===== src/rtl/corelet_seq_if.sv =====
// rtl/corelet_seq_if.sv - Command, corelet and memory-strobe bundle of the tile sequencer
interface corelet_seq_if #(
  parameter int KIJ_BW = 4,
  parameter int LEN_BW = 8,
  parameter int AW     = 11
);
  logic              i_start;
  logic [KIJ_BW-1:0] i_cfg_nkij;
  logic [LEN_BW-1:0] i_cfg_len;
  logic              i_l0_o_full;
  logic              i_ofifo_valid;
  logic [33:0]       o_inst;
  logic              o_wmem_rd;
  logic              o_xmem_rd;
  logic [AW-1:0]     o_mem_addr;
  logic              o_psum_wr;
  logic              o_psum_acc;
  logic [AW-1:0]     o_psum_addr;
  logic              o_busy;
  logic              o_done;

  // master is the sequencer; slave is the command/corelet/memory side
  modport master (
    input  i_start, i_cfg_nkij, i_cfg_len, i_l0_o_full, i_ofifo_valid,
    output o_inst, o_wmem_rd, o_xmem_rd, o_mem_addr, o_psum_wr, o_psum_acc,
           o_psum_addr, o_busy, o_done
  );

  modport slave (
    output i_start, i_cfg_nkij, i_cfg_len, i_l0_o_full, i_ofifo_valid,
    input  o_inst, o_wmem_rd, o_xmem_rd, o_mem_addr, o_psum_wr, o_psum_acc,
           o_psum_addr, o_busy, o_done
  );
endinterface


===== src/rtl/corelet_seq.sv =====
// rtl/corelet_seq.sv - Convolution-tile sequencer driving the corelet inst bus and memory strobes
module corelet_seq #(
  parameter int ROW    = 8,
  parameter int COL    = 8,
  parameter int KIJ_BW = 4,
  parameter int LEN_BW = 8,
  parameter int AW     = 11
) (
  input  logic          i_clk,
  input  logic          i_reset,
  corelet_seq_if.master bus
);
  localparam int DW = $clog2(ROW + COL + 1);
  localparam int CW = (LEN_BW > DW) ? LEN_BW : DW;
  localparam logic [CW-1:0] C_COL      = CW'(COL);
  localparam logic [CW-1:0] C_COL_M1   = CW'(COL - 1);
  localparam logic [CW-1:0] C_DRAIN_M1 = CW'(ROW + COL - 1);

  typedef enum logic [2:0] {
    S_IDLE, S_W_FILL, S_W_LOAD, S_W_DRAIN, S_X_FILL, S_EXEC, S_OF_DRAIN, S_DONE
  } state_t;

  state_t            r_state;
  logic [KIJ_BW-1:0] r_nkij;
  logic [LEN_BW-1:0] r_len;
  logic [KIJ_BW-1:0] r_kij;
  logic [AW-1:0]     r_base;
  logic [CW-1:0]     r_idx;
  logic [CW-1:0]     r_cnt;
  logic              r_k_load, r_exec, r_l0_wr, r_l0_rd, r_of_rd;
  logic              r_wmem_rd, r_xmem_rd, r_psum_wr, r_psum_acc;
  logic [AW-1:0]     r_mem_addr, r_psum_addr;
  logic              r_busy, r_done;

  logic [CW-1:0]     w_len;
  logic [CW-1:0]     w_fill_lim;
  logic              w_fill_wr_last;
  logic              w_can_rd;
  logic [CW-1:0]     w_of_cnt;
  logic              w_of_last;
  logic [AW-1:0]     w_next_base;
  logic [KIJ_BW-1:0] w_kij_inc;
  logic              w_acc;

  // r_idx is the next read index; r_cnt counts completed writes, reads or phase cycles
  assign w_len          = CW'(r_len);
  assign w_fill_lim     = (r_state == S_X_FILL) ? w_len : C_COL;
  assign w_fill_wr_last = r_l0_wr && (r_cnt == w_fill_lim - CW'(1));
  assign w_can_rd       = (r_idx < w_fill_lim) && !bus.i_l0_o_full;
  assign w_of_cnt       = r_cnt + CW'(r_of_rd);
  assign w_of_last      = (w_of_cnt == w_len);
  assign w_next_base    = r_base + AW'(COL);
  assign w_kij_inc      = r_kij + KIJ_BW'(1);
  assign w_acc          = (r_kij != '0);

  always_ff @(posedge i_clk) begin
    if (i_reset) begin
      r_state     <= S_IDLE;
      r_nkij      <= '0;
      r_len       <= '0;
      r_kij       <= '0;
      r_base      <= '0;
      r_idx       <= '0;
      r_cnt       <= '0;
      r_k_load    <= 1'b0;
      r_exec      <= 1'b0;
      r_l0_wr     <= 1'b0;
      r_l0_rd     <= 1'b0;
      r_of_rd     <= 1'b0;
      r_wmem_rd   <= 1'b0;
      r_xmem_rd   <= 1'b0;
      r_psum_wr   <= 1'b0;
      r_psum_acc  <= 1'b0;
      r_mem_addr  <= '0;
      r_psum_addr <= '0;
      r_busy      <= 1'b0;
      r_done      <= 1'b0;
    end else begin
      r_wmem_rd  <= 1'b0;
      r_xmem_rd  <= 1'b0;
      r_l0_wr    <= 1'b0;
      r_of_rd    <= 1'b0;
      r_psum_wr  <= 1'b0;
      r_psum_acc <= 1'b0;
      r_done     <= 1'b0;
      case (r_state)
        S_IDLE: begin
          if (bus.i_start) begin
            r_nkij     <= bus.i_cfg_nkij;
            r_len      <= bus.i_cfg_len;
            r_kij      <= '0;
            r_base     <= '0;
            r_busy     <= 1'b1;
            r_wmem_rd  <= 1'b1;
            r_mem_addr <= '0;
            r_idx      <= CW'(1);
            r_cnt      <= '0;
            r_state    <= S_W_FILL;
          end
        end
        S_W_FILL, S_X_FILL: begin
          // SRAM data arrives one cycle after the read, so the L0 write trails it
          r_l0_wr <= r_wmem_rd | r_xmem_rd;
          if (r_l0_wr) r_cnt <= r_cnt + CW'(1);
          if (w_fill_wr_last) begin
            r_cnt   <= '0;
            r_l0_rd <= 1'b1;
            if (r_state == S_W_FILL) begin
              r_k_load <= 1'b1;
              r_state  <= S_W_LOAD;
            end else begin
              r_exec  <= 1'b1;
              r_state <= S_EXEC;
            end
          end else if (w_can_rd) begin
            r_idx <= r_idx + CW'(1);
            if (r_state == S_W_FILL) begin
              r_wmem_rd  <= 1'b1;
              r_mem_addr <= r_base + AW'(r_idx);
            end else begin
              r_xmem_rd  <= 1'b1;
              r_mem_addr <= AW'(r_idx);
            end
          end
        end
        S_W_LOAD: begin
          if (r_cnt == C_COL_M1) begin
            r_cnt    <= '0;
            r_l0_rd  <= 1'b0;
            r_k_load <= 1'b0;
            r_state  <= S_W_DRAIN;
          end else begin
            r_cnt <= r_cnt + CW'(1);
          end
        end
        S_W_DRAIN: begin
          if (r_cnt == C_DRAIN_M1) begin
            r_cnt      <= '0;
            r_xmem_rd  <= 1'b1;
            r_mem_addr <= '0;
            r_idx      <= CW'(1);
            r_state    <= S_X_FILL;
          end else begin
            r_cnt <= r_cnt + CW'(1);
          end
        end
        S_EXEC: begin
          if (r_cnt == w_len - CW'(1)) begin
            r_cnt   <= '0;
            r_l0_rd <= 1'b0;
            r_exec  <= 1'b0;
            r_state <= S_OF_DRAIN;
            if (bus.i_ofifo_valid) begin
              r_of_rd     <= 1'b1;
              r_psum_wr   <= 1'b1;
              r_psum_acc  <= w_acc;
              r_psum_addr <= '0;
            end
          end else begin
            r_cnt <= r_cnt + CW'(1);
          end
        end
        S_OF_DRAIN: begin
          r_cnt <= w_of_cnt;
          if (w_of_last) begin
            r_cnt <= '0;
            if (w_kij_inc == r_nkij) begin
              r_done  <= 1'b1;
              r_state <= S_DONE;
            end else begin
              r_kij      <= w_kij_inc;
              r_base     <= w_next_base;
              r_wmem_rd  <= 1'b1;
              r_mem_addr <= w_next_base;
              r_idx      <= CW'(1);
              r_state    <= S_W_FILL;
            end
          end else if (bus.i_ofifo_valid) begin
            r_of_rd     <= 1'b1;
            r_psum_wr   <= 1'b1;
            r_psum_acc  <= w_acc;
            r_psum_addr <= AW'(w_of_cnt);
          end
        end
        S_DONE: begin
          r_busy  <= 1'b0;
          r_state <= S_IDLE;
        end
        default: r_state <= S_IDLE;
      endcase
    end
  end

  assign bus.o_inst      = {27'b0, r_of_rd, 2'b0, r_l0_rd, r_l0_wr, r_exec, r_k_load};
  assign bus.o_wmem_rd   = r_wmem_rd;
  assign bus.o_xmem_rd   = r_xmem_rd;
  assign bus.o_mem_addr  = r_mem_addr;
  assign bus.o_psum_wr   = r_psum_wr;
  assign bus.o_psum_acc  = r_psum_acc;
  assign bus.o_psum_addr = r_psum_addr;
  assign bus.o_busy      = r_busy;
  assign bus.o_done      = r_done;
endmodule

===== src/flat_wrapper.sv =====
// flat-port wrapper written by rule: the top's interface ports become plain ports
module corelet_seq_flat 
#(
  parameter int ROW    = 8,
  parameter int COL    = 8,
  parameter int KIJ_BW = 4,
  parameter int LEN_BW = 8,
  parameter int AW     = 11
)
  (i_clk, i_reset, bus_i_start, bus_i_cfg_nkij, bus_i_cfg_len, bus_i_l0_o_full, bus_i_ofifo_valid, bus_o_inst, bus_o_wmem_rd, bus_o_xmem_rd, bus_o_mem_addr, bus_o_psum_wr, bus_o_psum_acc, bus_o_psum_addr, bus_o_busy, bus_o_done);
  corelet_seq_if #(.KIJ_BW(KIJ_BW), .LEN_BW(LEN_BW), .AW(AW)) bus_i ();
  input  logic i_clk;
  input  logic i_reset;
  input wire logic [$bits(bus_i.i_start)-1:0] bus_i_start;
  input wire logic [$bits(bus_i.i_cfg_nkij)-1:0] bus_i_cfg_nkij;
  input wire logic [$bits(bus_i.i_cfg_len)-1:0] bus_i_cfg_len;
  input wire logic [$bits(bus_i.i_l0_o_full)-1:0] bus_i_l0_o_full;
  input wire logic [$bits(bus_i.i_ofifo_valid)-1:0] bus_i_ofifo_valid;
  output wire logic [$bits(bus_i.o_inst)-1:0] bus_o_inst;
  output wire logic [$bits(bus_i.o_wmem_rd)-1:0] bus_o_wmem_rd;
  output wire logic [$bits(bus_i.o_xmem_rd)-1:0] bus_o_xmem_rd;
  output wire logic [$bits(bus_i.o_mem_addr)-1:0] bus_o_mem_addr;
  output wire logic [$bits(bus_i.o_psum_wr)-1:0] bus_o_psum_wr;
  output wire logic [$bits(bus_i.o_psum_acc)-1:0] bus_o_psum_acc;
  output wire logic [$bits(bus_i.o_psum_addr)-1:0] bus_o_psum_addr;
  output wire logic [$bits(bus_i.o_busy)-1:0] bus_o_busy;
  output wire logic [$bits(bus_i.o_done)-1:0] bus_o_done;
  assign bus_i.i_start = bus_i_start;
  assign bus_i.i_cfg_nkij = bus_i_cfg_nkij;
  assign bus_i.i_cfg_len = bus_i_cfg_len;
  assign bus_i.i_l0_o_full = bus_i_l0_o_full;
  assign bus_i.i_ofifo_valid = bus_i_ofifo_valid;
  assign bus_o_inst = bus_i.o_inst;
  assign bus_o_wmem_rd = bus_i.o_wmem_rd;
  assign bus_o_xmem_rd = bus_i.o_xmem_rd;
  assign bus_o_mem_addr = bus_i.o_mem_addr;
  assign bus_o_psum_wr = bus_i.o_psum_wr;
  assign bus_o_psum_acc = bus_i.o_psum_acc;
  assign bus_o_psum_addr = bus_i.o_psum_addr;
  assign bus_o_busy = bus_i.o_busy;
  assign bus_o_done = bus_i.o_done;
  corelet_seq #(.ROW(ROW), .COL(COL), .KIJ_BW(KIJ_BW), .LEN_BW(LEN_BW), .AW(AW)) u_core (.i_clk(i_clk), .i_reset(i_reset), .bus(bus_i));
endmodule

===== config.mk =====
export PLATFORM = sky130hd
export DESIGN_NAME = corelet_seq_flat
export DESIGN_NICKNAME = d
export VERILOG_FILES = /design/src/rtl/corelet_seq_if.sv /design/src/rtl/corelet_seq.sv /design/src/flat_wrapper.sv
export SDC_FILE = /design/constraint.sdc
export NUM_CORES = 1
export LEC_CHECK = 0
export ABC_AREA = 1
export BUFFER_PORTS_ARGS = -buffer_cell sky130_fd_sc_hd__buf_2
export CORE_MARGIN = 10
export CORE_UTILIZATION = 24
export DETAILED_ROUTE_END_ITERATION = 10
export PLACE_DENSITY = 0.41
export RECOVER_POWER = 50
export SYNTH_ARGS = -nofsm -noshare
export SYNTH_HDL_FRONTEND = slang
export SYNTH_SLANG_ARGS = --single-unit

===== constraint.sdc =====
create_clock -name i_clk -period 5.44 [get_ports i_clk]
set_input_delay 1.632 -clock i_clk [delete_from_list [all_inputs] [get_ports i_clk]]
set_output_delay 1.632 -clock i_clk [all_outputs]
set_load 0.01 [all_outputs]

Word level (Yosys, flattened, before mapping):

Index checks and enable logic that the tools add are counted.

* bits in registers: 78
* latch bits: 0
* RAM bits: 0
* memory bits (read-only): 0
* bits of input ports: 17
* output and inout port bits: 62
* word-level logic and storage cells: 162
* memories: 0

* add/sub/neg operators: 8
* multipliers: 0
* divide/modulo/power cells: 0
* magnitude comparators: 1
* equality and inequality tests: 28
* shifts and indexed selects: 0
* mux-type cells: 76
* bitwise operators: 4
* reduce and logical (&&, ||, !) cells: 26

Operator list (count)
* 11-bit 2-to-1 mux: 11
* 8-bit 2-to-1 mux: 14
* 8-bit case mux with 6 select lines: 1
* 11-bit case mux with 2 select lines: 2
* 11-bit case mux with 4 select lines: 1
* 8-bit case mux with 4 select lines: 1
* 1-bit 2-to-1 mux: 25
* 8-bit == test: 3
* 3-bit 2-to-1 mux: 8
* 3-bit case mux with 7 select lines: 1
* 8-bit by 1-bit adder with 8-bit output (second input constant): 2
* 4-bit AND reduction: 4
* 8-bit by 1-bit subtractor with 8-bit output (second input constant): 2
* 2-bit by 1-bit != test with 1-bit output (second input constant): 7
* 2-bit != test (second input constant): 7
* 3-bit == test (second input constant): 4
* 4-bit 2-to-1 mux: 3
* 1-bit case mux with 2 select lines: 6
* 11-bit by 4-bit adder with 11-bit output (second input constant): 1
* 11-bit by 8-bit adder with 11-bit output: 1
* 2-bit nonzero test: 5
* 8-bit by 1-bit adder with 8-bit output: 1
* 8-bit by 3-bit == test with 1-bit output (second input constant): 1
* 8-bit by 4-bit == test with 1-bit output (second input constant): 1
* 23 further kinds: 31

Logic depth before layout (Yosys ltp):

Gate-level depths: netlist of run 1.

* depth in word-level cells: 7
* mapped depth: 23
* depth with buffers taken out: 21

Worst setup path after synthesis of run 1:

No wires, ideal clock.

* path type: input -> register
* start: input bus_i_start
* end: register u_core.r_mem_addr[9], in the netlist u_core.bus.o_mem_addr[9]
* arrival: 2512 ps
* data required time: 5382 ps
* slack: 2870 ps
* stages: 9
* path through: nor2_1 nor2_1 nand2_2 nor2_8 nand2_2 nand2_2 nor2_4 nand2_1 nand2_1

* word-level cells in the longest chain between the ends: 2

Ends and longest elaborated chain
* from (decl): line flat_wrapper.sv:14 `input wire logic [$bits(bus_i.i_start)-1:0] bus_i_start;`
* 2-bit != test (no source line)
* 7-bit AND reduction (no source line)
* to (signal assigned): line corelet_seq.sv:119 `r_mem_addr <= r_base + AW'(r_idx);`
* to (signal assigned): line corelet_seq.sv:122 `r_mem_addr <= AW'(r_idx);`
* to (signal assigned): line corelet_seq.sv:174 `r_mem_addr <= w_next_base;`
* to (decl): line corelet_seq.sv:32 `logic [AW-1:0] r_mem_addr, r_psum_addr;`

Every way passes these cells.
A chain may end at the register's enable or synchronous reset.

Worst setup path in the final report of run 1:

* start: input bus_i_start
* end: register u_core.r_base[9]

* word-level cells in the longest chain between the ends: 2

Ends and longest elaborated chain
* 2-bit != test (no source line)
* 4-bit AND reduction (no source line)
* to (signal assigned): line corelet_seq.sv:172 `r_base <= w_next_base;`
* to (decl): line corelet_seq.sv:27 `logic [AW-1:0] r_base;`

Every way passes these cells.

==> metrics.yaml, run 1 <==
timing:
  fin_crit_ns: 3.205
  fmax_ghz: 0.3121
  hold-worst-slack_ns: 0.4427
  hold_viol_final: 0
  relSlewSlack: 0.3488
  drv_slew: 0
  fin_skew_ns: 0.008670
  grt_setup_unrepaired: "no"
  worst_pin_slew_ns: 0.9740
  tns_ns: 0
  setup_viol: 0
  period_share: 0.5891
routing:
  wl_um: 18420
  first_pass_iters: 5
  antenna_left: 0
  drt-initial-drc-count: 262
  routedWlPerCell_um: 15.30
  drc: 0
  num_vias: 5290
  viasPerCell: 4.394
placed_design:
  io_buffers: 46
  place_congestion: 0.8183
  dp_hpwl_um: 14420
global_route:
  overflow: 0
  grt_max_degree: 43
  grt_pass1_vias: 5232
  grt_pass1_wl_um: 29710
  antenna_found_initial: 0
  grt_use_total: 0.1222
clocking:
  hold_buffers: 0
  clock_sinks: 72
  cts_tree: "done"
  htree_levels: 3
  ctsResizeCount: 0
  cts_setup_buffers: 0
  clk_pin_slew_worst_paths_ns: 0.06
  clk_latency_ns: 0.34
  cts_made_buffers: 9
  cts_buffer_depth: 2
  clockRootBuffer: "clkbuf_16"
finish:
  antenna_cells: 0
  nets: 918
  mostFrequentLayoutCells: "nand2_1 (208), nor2_1 (80), nand3_1 (72), dfxtp_1 (72), a21oi_1 (70)"
  syn_to_final_growth_pct: 10.63
  layout_commonest_cell: "nand2_1"
  drive_gt1_frac: 0.1130
setup_path:
  cp-startpoint: "bus_i_start"
  crit_type: "input pin to register"
  start_kind: "input pin"
  r2r-end: "u_core.bus.o_psum_addr[0]"
  cp-end-kind: "register"
  rr_startpoint: "u_core.r_len[0]"
  r2r_setup_slack_ns: 2.25
  rr_worst_depth: 14
  worstPathMaxFanout: 26
  endpoint: "u_core.r_base[9]"
  cp.arrival_ns: 3.43
  cp_data_required_time_ns: 5.66
power_and_ir_drop:
  cellLeakagePower_nw: 2.669
  p_per_area_mw_per_mm2: 400.7
  peakVddDrop_v: 0.0001741
synthesis:
  synth_compound_area_frac: 0.1287
  synth_fa_ha_area_frac: 0.04650
  syn_area_per_cell_um2: 6.632
  synthArstFlopShare: 0
  synth_xor_xnor_area_share: 0.05514
  synth_edf_count: 0
  yosysWarnings: 0
  synth_mux_area_frac: 0
  synth.distinct_cells: 50
  synth_top_family_by_area: "simple AND/OR/NAND/NOR gates"
  synth.cell_area_mm2: 0.005650
  synth_cells: 852
  yosys.area_share.simple: 0.3804
  ys_seq_area_frac: 0.2551
  ys_ff_latch: 72
  synth_ff_type: "dfxtp_1"
floorplanning:
  ioPinCount: 79
  dieArea_mm2: 0.03008
  core-area_mm2: 0.02333
  die_h_um: 173.4
  num_rows: 56
  die_x_um: 173.4
  initial_utilization: 0.2422
flow_run:
  max-cap-violations: 0
worst_hold_path:
  hp-class: "register to register"
status:
  status: "completed"
-- synthesized netlist by cell type (2+ instances only) --
cell	number	area share
xnor2_1	9	0.014
a211oi_1	4	0.0053
buf_2	3	0.0027
nor2_8	3	0.011
o21ai_0	39	0.035
buf_6	4	0.0080
o31ai_1	4	0.0053
nor2_4	6	0.012
nand4_1	16	0.018
clkbuf_1	12	0.0080
or2_0	5	0.0055
o21ai_1	3	0.0027
nand2_8	2	0.0071
nor3_1	9	0.0080
nand2_1	208	0.14
xor2_1	21	0.033
inv_1	66	0.044
nand3b_1	7	0.0093
ha_1	21	0.047
inv_2	19	0.013
nand2_2	10	0.011
xor2_2	2	0.0058
buf_4	41	0.054
nand3_1	71	0.063
a21oi_1	70	0.062
nor2_2	8	0.0089
nand2_4	5	0.010
dfxtp_1	72	0.26
nand3_2	9	0.016
or2_2	2	0.0022
nor2_1	79	0.052
o211ai_1	4	0.0053
-- area by class of cell --
cell class | count | area [um^2]
inverters | 88 | 337.8
multi-input cells | 662 | 3558
repair buffers | 47 | 198.9
clock inverters | 3 | 65.06
fillers | 2673 | 17080
clock buffers | 13 | 250.2
flip-flops and latches | 72 | 1441
well taps | 319 | 399.1
-- how the worst min path moves through the flow --
stage	startpoint	to	depth (start not counted)
floorplan	u_core.r_nkij[3]	u_core.r_nkij[3]	2
global placement	u_core.bus.o_mem_addr[6]	u_core.bus.o_mem_addr[6]	2
detailed placement	u_core.bus.o_mem_addr[6]	u_core.bus.o_mem_addr[6]	2
CTS	u_core.bus.o_mem_addr[6]	u_core.bus.o_mem_addr[6]	2
global route	u_core.bus.o_mem_addr[5]	u_core.bus.o_mem_addr[5]	2
finish	u_core.bus.o_mem_addr[5]	u_core.bus.o_mem_addr[5]	2
-- state kept, by name, indices dropped and copies added, names as in the netlist, 3 cells and up --
| name | flops |
|---|---|
| u_core.r_len | 8 |
| u_core.bus.o_mem_addr | 11 |
| u_core.r_idx | 8 |
| u_core.r_nkij | 4 |
| u_core.r_cnt | 8 |
| u_core.r_base | 8 |
| u_core.bus.o_psum_addr | 8 |
| u_core.r_kij | 4 |
| u_core.r_state | 3 |
-- power by group --
part | switching (mW) | internal, mW
Combinational | 0.769 | 0.337
Clock | 0.226 | 0.414
Sequential | 0.137 | 0.622
-- metrics by stage --
stage	total power, mW	area [um^2]	std cells	utilization	setup slack (ns)
6_report	2.505	6251	1204	0.2679	2.235
5_1_grt	2.719	6251	1204	0.2679	1.902
4_1_cts	2.537	6302	1204	0.2701	2.288
3_5_place_dp	1.888	5987	1188	0.2566	1.919
3_3_place_gp	1.898	5987	1188	0.2566	1.979
2_1_floorplan	1.625	5767	883	-	2.870
-- critical path, cell delays in order --
cell and delay [ns]:
clkbuf_1 0.12, nand3_1 0.69, nand2_2 0.58, inv_2 0.16, o21ai_0 0.19, a21oi_1 0.06
-- per-layer routing --
layer,share of wire,track usage
met5,0,0
met4,0.010,0.02192
met3,0.036,0.02483
met2,0.46,0.1999
met1,0.50,0.1632
-- logic make-up (layout without fill, tap and decap cells) --
| logic type | count (synthesis) | after routing |
|---|---|---|
| compound gates | 131 | 131 |
| xor+xnor | 33 | 33 |
| fa+ha+maj | 21 | 21 |
| buf+inv | 149 | 151 |
| flops | 72 | 72 |
| other cells | 1 | 32 |
| simple gates | 445 | 445 |
Power figures use the tool's default switching activity.
==> run 2, diff against run 1 <==
--- a/config.mk
+++ b/config.mk
@@ -5,12 +5,12 @@
 export SDC_FILE = /design/constraint.sdc
 export NUM_CORES = 1
 export LEC_CHECK = 0
-export ABC_AREA = 1
+export ABC_AREA = 0
 export BUFFER_PORTS_ARGS = -buffer_cell sky130_fd_sc_hd__buf_2
 export CORE_MARGIN = 10
 export CORE_UTILIZATION = 24
 export DETAILED_ROUTE_END_ITERATION = 10
-export PLACE_DENSITY = 0.41
+export PLACE_DENSITY = 0.43
 export RECOVER_POWER = 50
 export SYNTH_ARGS = -nofsm -noshare
 export SYNTH_HDL_FRONTEND = slang
==> constraint.sdc (replaced) <==
create_clock -name i_clk -period 2.9 [get_ports i_clk]
set_input_delay 0.87 -clock i_clk [delete_from_list [all_inputs] [get_ports i_clk]]
set_output_delay 0.87 -clock i_clk [all_outputs]
set_load 0.01 [all_outputs]
==> run 2 against run 1 <==
Compared with the run above:
- global-route usage is 0.56 points higher
- final area is 6.2% higher
- register-to-register slack worse by 2.2 ns
- via count is 0.74% lower
==> metrics.yaml, run 2 <==
status:
  status: "completed"  # unchanged
power_and_ir_drop:
  p_per_area_mw_per_mm2: 692.3  # was 400.7 mW/mm^2
  cellLeakagePower_nw: 2.605  # was 2.669 nW
  peakVddDrop_v: 0.0002228  # was 0.0001741 V
timing:
  worst_pin_slew_ns: 0.5249  # was 0.9740 ns
  fmax_ghz: 0.3511
  finalWorstSetupSlack_ns: 0.05212  # was 2.235 ns
  setup_viol: 0  # unchanged
  grt_setup_unrepaired: "yes"  # was no
  hold_viol_final: 0  # unchanged
  drv_slew: 0  # unchanged
  fin_skew_ns: 0.009078  # was 0.008670 ns
  hold-worst-slack_ns: 0.4536  # was 0.4427 ns
  period_share: 0.9820
  relSlewSlack: 0.6456  # was 0.3488
  fin_crit_ns: 2.848
global_route:
  antenna_found_initial: 0  # unchanged
  overflow: 0  # unchanged
  use_met2: 0.1820  # was 0.1999
  grt_use_met3: 0.02645  # was 0.02483
  grt_max_degree: 40  # was 43
  top_usage_layer: "met1"  # was met2
  grt_pass1_vias: 5133  # was 5232
  use_met1: 0.1825  # was 0.1632
  grt_use_total: 0.1278  # was 0.1222
  grt_pass1_wl_um: 29150  # was 29710 um
setup_path:
  start_kind: "register"  # was input pin
  crit_type: "register to register"  # was input pin to register
  cp-end-kind: "register"  # unchanged
  cp_data_required_time_ns: 3.14  # was 5.66 ns
  cp.arrival_ns: 3.09  # was 3.43 ns
  worstPathMaxFanout: 4  # was 26
finish:
  layout_commonest_cell: "buf_4"  # was nand2_1
  drive_gt1_frac: 0.2302  # was 0.1130
  largest_register_ffs: 11  # unchanged
  antenna_cells: 0  # unchanged
  syn_to_final_growth_pct: 27.05  # was 10.63%
  mostFrequentLayoutCells: "buf_4 (92), nand2_1 (69), dfxtp_1 (69)"  # was nand2_1 (208), nor2_1 (80), nand3_1 (72), dfxtp_1 (72), a21oi_1 (70)
  final_area_mm2: 0.006641  # was 0.006251 mm^2
  nets: 815  # was 918
routing:
  first_pass_iters: 6  # was 5
  routedWlPerCell_um: 17.32  # was 15.30 um
  drc: 0  # unchanged
  num_vias: 5251  # was 5290
  wl_um: 18310  # was 18420 um
  drt-initial-drc-count: 308  # was 262
  viasPerCell: 4.968  # was 4.394
  antenna_left: 0  # unchanged
placed_design:
  dpl_worst_slack_ns: -0.05745  # was 1.919 ns
  dp_hpwl_um: 14090  # was 14420 um
  dpl-instance-area_mm2: 0.006165  # was 0.005987 mm^2
  io_buffers: 46  # unchanged
  place_congestion: 0.8339  # was 0.8183
floorplanning:
  ioPinCount: 79  # unchanged
  initial_utilization: 0.2463  # was 0.2422
  dieArea_mm2: 0.02808  # was 0.03008 mm^2
  die_h_um: 167.6  # was 173.4 um
  die_x_um: 167.6  # was 173.4 um
  core-area_mm2: 0.02122  # was 0.02333 mm^2
  num_rows: 53  # was 56
synthesis:
  synth.distinct_cells: 79  # was 50
  synthArstFlopShare: 0  # unchanged
  synth_top_cell_by_area: "dfxtp_1"  # unchanged
  ys_seq_area_frac: 0.2757  # was 0.2551
  synthTopCellsByArea: "dfxtp_1 (28%), a21oi_1 (6.4%), buf_4 (5.5%)"  # was dfxtp_1 (26%), nand2_1 (14%), nand3_1 (6.3%)
  synth_ff_type: "dfxtp_1"  # unchanged
  synth.cell_area_mm2: 0.005228  # was 0.005650 mm^2
  yosysWarnings: 0  # unchanged
  syn_area_per_cell_um2: 7.767  # was 6.632 um^2
  synth_cells: 673  # was 852
  synth_edf_count: 0  # unchanged
  ys_ff_latch: 72  # unchanged
  synth_top_area_share: 0.2757  # was 0.2551
  synth.most_common_cell: "dfxtp_1"  # was nand2_1
  synthTopCellsByCount: "dfxtp_1 (72), nand2_1 (71), a21oi_1 (67)"  # was nand2_1 (208), nor2_1 (79), dfxtp_1 (72)
clocking:
  clock_sinks: 72  # unchanged
  htree_levels: 3  # unchanged
  clockRootBuffer: "clkbuf_16"  # unchanged
  cts_buffer_depth: 2  # unchanged
  clk_pin_slew_worst_paths_ns: 0.06  # about the same
  cts_made_buffers: 9  # unchanged
  cts_tree: "done"  # unchanged
  clk_latency_ns: 0.36  # was 0.34 ns
worst_hold_path:
  hp-class: "register to register"  # unchanged
flow_run:
  max-cap-violations: 0  # unchanged
==> run 2: changes by cell type after synthesis, moves of 9 or more <==
cell	delta
nand2_1	-137
or3_1	+9
inv_2	-19
a31oi_1	+10
a22oi_1	+10
nand2_2	-10
xnor2_1	+11
nand3_1	-57
clkbuf_1	+13
nor2_1	-30
inv_1	-50
==> run 2: path summary, 6_finish.rpt <==
| check | cells after the start | endpoint | startpoint | slack [ns] |
|---|---|---|---|---|
| min reg2reg | 2 | u_core.bus.o_psum_addr[4] | u_core.bus.o_psum_addr[4] | 0.45 |
| max | 11 | u_core.r_cnt[6] | u_core.r_state[0] | 0.05 |
| max reg2reg | 11 | u_core.r_cnt[6] | u_core.r_state[0] | 0.05 |
| min | 2 | u_core.bus.o_psum_addr[4] | u_core.bus.o_psum_addr[4] | 0.45 |
==> run 2: per-layer routing <==
| metal | share of wire | wire length (um) | vias to the layer above |
|---|---|---|---|
| met3 | 0.054 | 995 | 21 |
| met2 | 0.42 | 7598 | 146 |
| met4 | 0.019 | 345 | 0 |
| li1 | - | - | 2609 |
| met5 | 0 | 0 | - |
| met1 | 0.51 | 9369 | 2475 |
==> run 2: what timing repair did <==
action	CTS	global route
hold buffers	0	0
buffers inserted	0	6
setup endpoints to repair	10	33
gates resized for setup	4	36
pin swaps	1	17
hold endpoints to repair	0	0
==> run 2: kinds of logic (layout without fill, tap and decap cells) <==
kind of cell | count (synthesis) | count (layout) | share of synthesized area
AND/OR/NAND/NOR | 234 | 234 | 0.2305
AO/OA/AOI/OAI | 204 | 204 | 0.2599
buffers and inverters | 97 | 175 | 0.1012
flip-flops | 72 | 72 | 0.2757
XOR/XNOR | 40 | 40 | 0.07372
adder cells (fa/ha/maj) | 21 | 21 | 0.05026
multiplexers | 4 | 4 | 0.007899
other | 1 | 32 | 0.0007174
==> run 2: through the flow <==
| stage | setup TNS, ns | cells | total power [mW] | utilization |
|---|---|---|---|---|
| final | 0 | 1057 | 4.598 | 0.3130 |
| after floorplan | -0.01692 | 704 | 2.497 | - |
| after CTS | 0 | 1051 | 4.533 | 0.3058 |
| after detailed placement | -0.09724 | 1035 | 3.318 | 0.2905 |
| after global placement | -0.02682 | 1035 | 3.337 | 0.2905 |
| after global routing | -0.04401 | 1057 | 4.912 | 0.3130 |
==> run 2: power by group <==
part	switching, mW	total, mW	internal, mW
sequential	0.126	1.26	1.14
clock	0.480	1.17	0.693
combinational	1.26	2.16	0.905
==> run 2: final cells by class <==
class                      instances  area, um^2
sequential                        72        1445
fill                            2326       14580
timing repair buffer             142       933.4
inverter                          17       63.81
tap                              275       344.1
multi-input combinational        535        3548
clock buffer                      10       239.0
clock inverter                     6       67.56
==> run 2: critical path, cell delays in order (launching register included) <==
cell       delay, ns
dfxtp_2         0.32
nor3b_2         0.16
buf_4           0.18
nand2_2         0.08
ha_4            0.28
xor2_2          0.13
nand2_1         0.10
a2111oi_4       0.41
a41oi_2         0.25
or3_4           0.40
a32o_1          0.22
a32o_1          0.20
==> run 3, diff against run 2 <==
--- a/config.mk
+++ b/config.mk
@@ -5,12 +5,12 @@
 export SDC_FILE = /design/constraint.sdc
 export NUM_CORES = 1
 export LEC_CHECK = 0
-export ABC_AREA = 0
+export ABC_AREA = 1
 export BUFFER_PORTS_ARGS = -buffer_cell sky130_fd_sc_hd__buf_2
 export CORE_MARGIN = 10
 export CORE_UTILIZATION = 24
 export DETAILED_ROUTE_END_ITERATION = 10
-export PLACE_DENSITY = 0.43
+export PLACE_DENSITY = 0.42
 export RECOVER_POWER = 50
 export SYNTH_ARGS = -nofsm -noshare
 export SYNTH_HDL_FRONTEND = slang
==> run 3 against run 2 <==
Compared with the run above:
- clock skew is 0.0030 ns higher
- sequential cell count is the same
- combinational power increased by 3%
- die area grew 7.1%
- final area is 2.5% lower
- critical path type unchanged
- register-to-register slack improved by 0.22 ns
- highest routed layer unchanged
==> metrics.yaml, run 3 (synthesized netlist as in run 1, its figures left out) <==
clocking:
  cts_buffer_depth: 2  # unchanged
  clk_pin_slew_worst_paths_ns: 0.06  # about the same
  hold_buffers: 0  # unchanged
  cts_setup_buffers: 0  # unchanged
  cts_tree: "done"  # unchanged
  clk_latency_ns: 0.35  # was 0.36 ns
  clock_sinks: 72  # unchanged
  cts_made_buffers: 9  # unchanged
  clockRootBuffer: "clkbuf_16"  # unchanged
  htree_levels: 3  # unchanged
  ctsResizeCount: 0  # was 4
setup_path:
  rr_startpoint: "u_core.bus.o_psum_wr"  # was u_core.r_state[0]
  worstPathMaxFanout: 10  # was 4
  critPathMaxStageDelay_ns: 0.35  # was 0.41 ns
  cp-end-kind: "register"  # unchanged
  crit_slowest_cell: "ha_1"  # was a2111oi_4
  cp.arrival_ns: 2.87  # was 3.09 ns
  cp_cell_sequence: "ha_1 -> ha_1 -> inv_1 -> nand2_1 -> nand2_1 -> nor2_1 -> nand4_1 -> nor2_1 -> nand3_1 -> nand2_2 -> nand2_2 -> nor2_8 -> nand2_2 -> nand2_2 -> nor2_4 -> nand2_1 -> nand2_1"  # was nor3b_2 -> buf_4 -> nand2_2 -> ha_4 -> xor2_2 -> nand2_1 -> a2111oi_4 -> a41oi_2 -> or3_4 -> a32o_1 -> a32o_1
  crit_type: "register to register"  # unchanged
  cp_data_required_time_ns: 3.14  # about the same
  start_kind: "register"  # unchanged
  r2r_setup_slack_ns: 0.27  # was 0.05 ns
  cp_top_family: "simple AND/OR/NAND/NOR gates"  # was compound AO/OA/AOI/OAI gates
  cp-startpoint: "u_core.bus.o_psum_wr"  # was u_core.r_state[0]
  crit_buf_inv: 1  # unchanged
power_and_ir_drop:
  p_per_area_mw_per_mm2: 735.3  # was 692.3 mW/mm^2
  p_total_mw: 4.763  # was 4.598 mW
  peakVddDrop_v: 0.0002667  # was 0.0002228 V
  cellLeakagePower_nw: 2.814  # was 2.605 nW
finish:
  drive_gt1_frac: 0.1425  # was 0.2302
  nets: 952  # was 815
  largest_register_ffs: 11  # unchanged
  mostFrequentLayoutCells: "nand2_1 (208), nor2_1 (79), nand3_1 (72), dfxtp_1 (72), a21oi_1 (70)"  # was buf_4 (92), nand2_1 (69), dfxtp_1 (69)
  antenna_cells: 0  # unchanged
  syn_to_final_growth_pct: 14.64  # was 27.05%
  post-route-util: 0.2776  # was 0.3130
  final_area_mm2: 0.006477  # was 0.006641 mm^2
  layout_commonest_cell: "nand2_1"  # was buf_4
timing:
  fin_crit_ns: 2.632  # was 2.848 ns
  drv_slew: 0  # unchanged
  worst_pin_slew_ns: 0.7091  # was 0.5249 ns
  grt_setup_unrepaired: "no"  # was yes
  fmax_ghz: 0.3800  # was 0.3511 GHz
  hold_viol_final: 0  # unchanged
  period_share: 0.9076  # was 0.9820
  setup_viol: 0  # unchanged
  relSlewSlack: 0.5273  # was 0.6456
  fin_skew_ns: 0.01211  # was 0.009078 ns
  finalWorstSetupSlack_ns: 0.2681  # was 0.05212 ns
  tns_ns: 0  # unchanged
floorplanning:
  dieArea_mm2: 0.03008  # was 0.02808 mm^2
  die_h_um: 173.4  # was 167.6 um
  num_rows: 56  # was 53
  die_x_um: 173.4  # was 167.6 um
  core-area_mm2: 0.02333  # was 0.02122 mm^2
  initial_utilization: 0.2422  # was 0.2463
  ioPinCount: 79  # unchanged
routing:
  antenna_left: 0  # unchanged
  drt-initial-drc-count: 378  # was 308
  wl_um: 18560  # was 18310 um
  routedWlPerCell_um: 14.99  # was 17.32 um
  first_pass_iters: 5  # was 6
  drc: 0  # unchanged
  num_vias: 5493  # was 5251
  viasPerCell: 4.437  # was 4.968
worst_hold_path:
  min_from: "u_core.bus.o_mem_addr[4]"  # was u_core.bus.o_psum_addr[4]
  hp-class: "register to register"  # unchanged
placed_design:
  dpl-instance-area_mm2: 0.006242  # was 0.006165 mm^2
  io_buffers: 46  # unchanged
  dp_hpwl_um: 14650  # was 14090 um
  dpl_worst_slack_ns: 0.3569  # was -0.05745 ns
  place_congestion: 0.8319  # was 0.8339
global_route:
  antenna_found_initial: 0  # unchanged
  grt_use_total: 0.1236  # was 0.1278
  grt_max_degree: 42  # was 40
  grt_pass1_wl_um: 29870  # was 29150 um
  overflow: 0  # unchanged
  grt_pass1_vias: 5334  # was 5133
flow_run:
  max-cap-violations: 0  # unchanged
status:
  status: "completed"  # unchanged
run 3: metal layers:
metal,track usage,wire [um],vias to the layer above
li1,-,-,2847
met1,0.1664,9252,2526
met2,0.1950,8226,102
met3,0.02069,749,18
met4,0.04204,332,0
met5,0,0,-
run 3: final timing paths:
path | endpoint | depth (start not counted)
worst min register to register | u_core.bus.o_mem_addr[4] | 2
worst max register to register | u_core.bus.o_mem_addr[9] | 17
worst max-delay path | u_core.bus.o_mem_addr[9] | 17
worst min-delay path | u_core.bus.o_mem_addr[4] | 2
run 3: cell type report:
type	instances	area (um^2)
clock buffers	14	254.0
clock inverters	2	38.79
fillers	2652	16850
inverters	88	337.8
multi-input cells	662	3566
flip-flops and latches	72	1441
well taps	319	399.1
repair buffers	81	440.4
run 3: worst register-to-register path: stages (launching register included):
cell	delay (ns)
dfxtp_1	0.32
ha_1	0.23
ha_1	0.35
inv_1	0.06
nand2_1	0.05
nand2_1	0.05
nor2_1	0.10
nand4_1	0.09
nor2_1	0.11
nand3_1	0.31
nand2_2	0.17
nand2_2	0.10
nor2_8	0.23
nand2_2	0.08
nand2_2	0.10
nor2_4	0.07
nand2_1	0.06
nand2_1	0.04
run 3: power breakdown:
part	switching (mW)	total, mW	internal [mW]
Sequential	0.208	1.38	1.17
Clock	0.461	1.15	0.694
Combinational	1.50	2.23	0.731
Total	2.17	4.76	2.59
run 3: metrics by stage:
| stage | hold WS, ns | instances |
|---|---|---|
| 6_report | 0.4422 | 1238 |
| 5_1_grt | 0.4665 | 1238 |
| 4_1_cts | 0.4461 | 1238 |
| 3_5_place_dp | 0.4318 | 1222 |
| 3_3_place_gp | 0.4279 | 1222 |
| 2_1_floorplan | 0.4355 | 883 |
